[config.mk]
export PLATFORM = sky130hd
export DESIGN_NAME = alu_exec_stage
export DESIGN_NICKNAME = d
export VERILOG_FILES = /design/src/rtl/alu_exec_stage.sv
export SDC_FILE = /design/constraint.sdc
export NUM_CORES = 1
export LEC_CHECK = 0
export CAP_MARGIN = 40
export CORE_ASPECT_RATIO = 2
export CORE_UTILIZATION = 41
export CTS_CLUSTER_DIAMETER = 150
export DETAILED_ROUTE_END_ITERATION = 10
export PLACE_DENSITY = 0.62
export SYNTH_ARGS = -nofsm -noshare
export SYNTH_HDL_FRONTEND = slang
export SYNTH_SLANG_ARGS = --single-unit
[constraint.sdc]
create_clock -name clk_i -period 4.9 [get_ports clk_i]
set_clock_uncertainty 0.05 [all_clocks]
set_input_delay 0.98 -clock clk_i [delete_from_list [all_inputs] [get_ports clk_i]]
set_output_delay 0.98 -clock clk_i [all_outputs]
set_load 0.005 [all_outputs]
[src/rtl/alu_exec_stage.sv]
// Execute-stage ALU: decodes aluop/func3/func7, resolves branches and
// holds one result in a valid/ready register for the next stage.
module alu_exec_stage #(
  parameter int XLEN = 32
) (
  input  logic            clk_i,
  input  logic            rst_i,
  input  logic            in_valid_i,
  output logic            in_ready_o,
  input  logic [2:0]      aluop_i,
  input  logic [2:0]      func3_i,
  input  logic [6:0]      func7_i,
  input  logic [XLEN-1:0] a_i,
  input  logic [XLEN-1:0] b_i,
  input  logic [XLEN-1:0] pc_i,
  input  logic            flush_i,
  output logic            out_valid_o,
  input  logic            out_ready_i,
  output logic [XLEN-1:0] result_o,
  output logic            branch_taken_o,
  output logic            illegal_o,
  output logic [31:0]     retired_o
);

  localparam int SHW = $clog2(XLEN);

  typedef enum logic [2:0] {
    OP_R     = 3'b000,
    OP_I     = 3'b001,
    OP_BR    = 3'b010,
    OP_JAL   = 3'b011,
    OP_LOAD  = 3'b100,
    OP_STORE = 3'b101,
    OP_LUI   = 3'b110,
    OP_BAD   = 3'b111
  } aluop_e;

  typedef struct packed {
    logic [XLEN-1:0] result;
    logic            taken;
    logic            illegal;
  } ex_res_t;

  aluop_e          op;
  logic [SHW-1:0]  shamt;
  logic            alt;
  logic            sub_en;
  logic            lt_s;
  logic            lt_u;
  logic            eq;
  logic [XLEN-1:0] arith;
  ex_res_t         ex;
  logic            accept;
  logic            unused_f7;

  assign op        = aluop_e'(aluop_i);
  assign shamt     = b_i[SHW-1:0];
  assign alt       = func7_i[5];
  assign unused_f7 = ^{func7_i[6], func7_i[4:0]};

  assign lt_s = $signed(a_i) < $signed(b_i);
  assign lt_u = a_i < b_i;
  assign eq   = a_i == b_i;

  // SUB only exists for R-type; I-type func3=000 is always ADDI
  assign sub_en = (op == OP_R) && alt;

  always_comb begin
    arith = '0;
    unique case (func3_i)
      3'b000: arith = sub_en ? a_i - b_i : a_i + b_i;
      3'b001: arith = a_i << shamt;
      3'b010: arith = {{(XLEN-1){1'b0}}, lt_s};
      3'b011: arith = {{(XLEN-1){1'b0}}, lt_u};
      3'b100: arith = a_i ^ b_i;
      3'b101: arith = alt ? XLEN'($signed(a_i) >>> shamt)
                          : a_i >> shamt;
      3'b110: arith = a_i | b_i;
      3'b111: arith = a_i & b_i;
      default: arith = '0;
    endcase
  end

  always_comb begin
    ex = '0;
    unique case (op)
      OP_R, OP_I: ex.result = arith;
      OP_BR: begin
        unique case (func3_i)
          3'b000: ex.taken = eq;
          3'b001: ex.taken = !eq;
          3'b100: ex.taken = lt_s;
          3'b101: ex.taken = !lt_s;
          3'b110: ex.taken = lt_u;
          3'b111: ex.taken = !lt_u;
          default: ex.illegal = 1'b1;
        endcase
      end
      OP_JAL:            ex.result = pc_i + XLEN'(4);
      OP_LOAD, OP_STORE: ex.result = a_i + b_i;
      OP_LUI:            ex.result = b_i;
      OP_BAD:            ex.illegal = 1'b1;
      default:           ex.illegal = 1'b1;
    endcase
  end

  assign in_ready_o = !flush_i && (!out_valid_o || out_ready_i);
  assign accept     = in_valid_i && in_ready_o;

  always_ff @(posedge clk_i) begin
    if (rst_i) begin
      out_valid_o    <= 1'b0;
      result_o       <= '0;
      branch_taken_o <= 1'b0;
      illegal_o      <= 1'b0;
      retired_o      <= '0;
    end else begin
      if (out_valid_o && out_ready_i && !flush_i)
        retired_o <= retired_o + 32'd1;
      if (flush_i) begin
        out_valid_o <= 1'b0;
      end else if (accept) begin
        out_valid_o    <= 1'b1;
        result_o       <= ex.result;
        branch_taken_o <= ex.taken;
        illegal_o      <= ex.illegal;
      end else if (out_ready_i) begin
        out_valid_o <= 1'b0;
      end
    end
  end

endmodule

==> impl_metrics.toml <==
[synth]
synth.avg_cell_area_um2 = 7.08
synthCells = 1910
synth_area_mm2 = 0.0135
yosysUniqueCellTypes = 107
synth-edff-count = 0
async_flop_share_pct = 0
ys_ff_latch = 67
synth_fp_nets = 2125
yosysSeqAreaShare_pct = 9.93
synthFlopType = "dfxtp_1"
ys_warn_count = 0

[critical_path]
end_kind = "register"
critPathMaxFanout = 9
slowest_stage = "o311ai_1"
worst_setup_path_startpoint = "a_i[14]"
arrival_ns = 4.59
crit_chain = "clkdlybuf4s50_1 -> inv_1 -> ha_1 -> inv_1 -> a21oi_1 -> o311ai_0 -> o311ai_1 -> buf_4 -> nand4b_1 -> nand4_1 -> o2111a_1 -> nor3_1 -> a221o_1"
crit_top_cell = "inv_1"
crit_type = "in2reg"
worstReg2RegStart = "out_valid_o$_SDFFE_PP0P_"
cp.required_ns = 5.13
cp-start-kind = "input pin"
max_stage_delay_ns = 0.76
path_delay_family = "compound AO/OA/AOI/OAI gates"
cp_num_buf_inv = 4

[layout]
final_cell_area_mm2 = 0.0166
final_cells = 2542
area_growth_pct = 22.5
fill_cells = 3395
fin_util_pct = 51.2
fin_nets = 2321
drive_gt1_share_pct = 13.6
final_common_cell = "nor2_1"
final_cell_mix = "246 x nor2_1, 168 x clkdlybuf4s50_1, 166 x nand2_1, 165 x a21oi_1, 149 x buf_4"

[timing]
worst_pin_slew_ns = 0.998
finalHoldViolCount = 0
fmax_mhz = 229
fin_tns_setup_ns = 0
rsz0062_at_grt = "no"
slew_viol_final = 0
finalCritPeriodShare_pct = 89.0
final.min_clock_period_ns = 4.36
finalSetupViolations = 0
finalWorstSetupSlack_ns = 0.541
max-slew-margin-rel_pct = 33.5

[power_and_ir_drop]
cellPowerDensity_mw_per_mm2 = 186
power_leakage_nw = 6.55
max-vdd-ir-drop_uv = 202

[floorplan]
ios = 182
die_w_um = 130
initial_core_util_pct = 41.8
design.core.area_mm2 = 0.0323
rows = 93
die_h_um = 259
die_area_mm2 = 0.0337

[cts]
h-tree-depth = 3
cts_hold_buf = 0
numCtsBuffers = 9
insertion_delay_ns = 0.38
cts_tree = "done"
cts_resized = 0
clockRootBuffer = "clkbuf_16"
cts.path.max_buffers = 2
clkSinkCount = 67
postCtsSetupBuffers = 0
path_clk_slew_ns = 0.07

[grt]
grt.total_usage_pct = 46.2
grt_pass1_vias = 16200
antenna_found_initial = 7
grt_max_degree = 61
overflow = 0
grt_pass1_wl_um = 109000

[routing]
via_per_inst = 6.60
num_vias = 16800
drt_first_pass_iters = 6
drc = 0
wl_um = 77300
wl_per_cell_um = 30.4
final_antenna_net_count = 0
drt-initial-drc-count = 1825

[place]
dpl.hpwl_um = 59700
gp_congestion = 1.03
placement.io_buffers = 175
pre_cts_ws_ns = 0.268
dpl-instance-area_mm2 = 0.0162
dp_cells = 2521

[worst_hold_path]
hold_class = "reg2reg"
holdCritStartpoint = "result_o[22]$_SDFFE_PP0P_"

[status]
status = "complete, no violations"

[run]
maxCapViolCount = 0
kinds of logic after synthesis:
family | after synthesis | synth area share [%]
xor+xnor | 108 | 7.00
flops | 67 | 9.93
buf+inv | 247 | 7.95
simple gates | 647 | 22.3
compound gates | 629 | 31.5
fa+ha+maj | 101 | 9.46
mux | 111 | 11.9
path summary, 6_finish.rpt:
| check | slack, ns | cells past startpoint | to |
|---|---|---|---|
| setup reg to reg | 2.06 | 10 | result_o[18]$_SDFFE_PP0P_ |
| hold reg to reg | 0.45 | 1 | result_o[22]$_SDFFE_PP0P_ |
| setup / recovery | 0.54 | 13 | result_o[29]$_SDFFE_PP0P_ |
| hold / removal | 0.45 | 1 | result_o[22]$_SDFFE_PP0P_ |
synth_stat cells (9+ instances only):
master / instances / share of area, %
buf_1: 14 / 0.39
mux4_2: 37 / 6.2
nand4_1: 22 / 1.0
o21bai_1: 15 / 0.83
nand2b_1: 19 / 0.88
o21ai_0: 148 / 5.5
a21o_1: 17 / 0.94
o211ai_1: 28 / 1.6
clkbuf_1: 80 / 2.2
inv_1: 104 / 2.9
a22oi_1: 19 / 1.1
and2_1: 11 / 0.51
nand2_1: 166 / 4.6
a221oi_1: 17 / 1.1
buf_4: 12 / 0.67
nor2b_1: 19 / 0.88
o21a_1: 11 / 0.61
ha_1: 99 / 9.2
and3_1: 20 / 0.93
xnor2_1: 65 / 4.2
o31ai_1: 15 / 0.83
nor4_1: 10 / 0.46
nor2_1: 247 / 6.9
a211oi_1: 26 / 1.4
xor2_1: 43 / 2.8
a21oi_1: 166 / 6.1
or3_1: 13 / 0.60
mux2i_1: 51 / 3.8
buf_2: 25 / 0.93
o311ai_0: 9 / 0.58
o21ai_1: 13 / 0.48
dfxtp_1: 67 / 9.9
nor3_1: 43 / 1.6
nand3_1: 42 / 1.6
a31oi_1: 22 / 1.0
mux2_2: 22 / 1.8
a222oi_1: 16 / 1.2
o22ai_1: 10 / 0.46
o221ai_1: 11 / 0.71
cell type report:
type | instances | area (um2) | share of cell area, %
timing repair buffer | 325 | 2860 | 17.2
multi-input combinational | 1596 | 11100 | 67.1
clock buffer | 9 | 225 | 1.36
tap | 427 | 534 | 3.23
clock inverter | 7 | 83.8 | 0.506
antenna | 4 | 10.0 | 0.0605
sequential | 67 | 1340 | 8.10
inverter | 107 | 402 | 2.43
sequential cells by signal, indices dropped and copies added (netlist names):
name and cells:
out_valid_o 1, result_o 32, retired_o 32, illegal_o 1, branch_taken_o 1
metal layers:
layer | routed length, um | GRT usage [%] | vias up
met2 | 35800 | 74.2 | 999
met3 | 7020 | 14.9 | 400
met5 | 88 | 1.36 | -
met1 | 25000 | 45.1 | 7987
met4 | 9280 | 45.9 | 6
li1 | - | - | 7380
through the flow:
step | hold WS [ns] | power, W
2_1_floorplan | 0.399 | 0.00155
3_3_place_gp | 0.433 | 0.00223
3_5_place_dp | 0.426 | 0.00224
4_1_cts | 0.454 | 0.00301
5_1_grt | 0.477 | 0.00318
6_report | 0.452 | 0.00308
worst register-to-register path, cell delays in order (launching register included):
cell and delay [ns]:
dfxtp_1 0.32, nor2b_1 0.14, nor2_1 0.19, nand2_1 0.29, buf_4 0.33, a21o_1 0.20, nor2_1 0.12, nand2_1 0.26
a21oi_1 0.51, a22oi_1 0.16, o211ai_1 0.19
power breakdown:
group / switching, W / internal, W
Combinational: 0.00109 / 0.000653
Sequential: 0.00000905 / 0.000555
Clock: 0.000363 / 0.000404
Total: 0.00146 / 0.00161
Note: power is estimated with default switching activity, not from simulation.
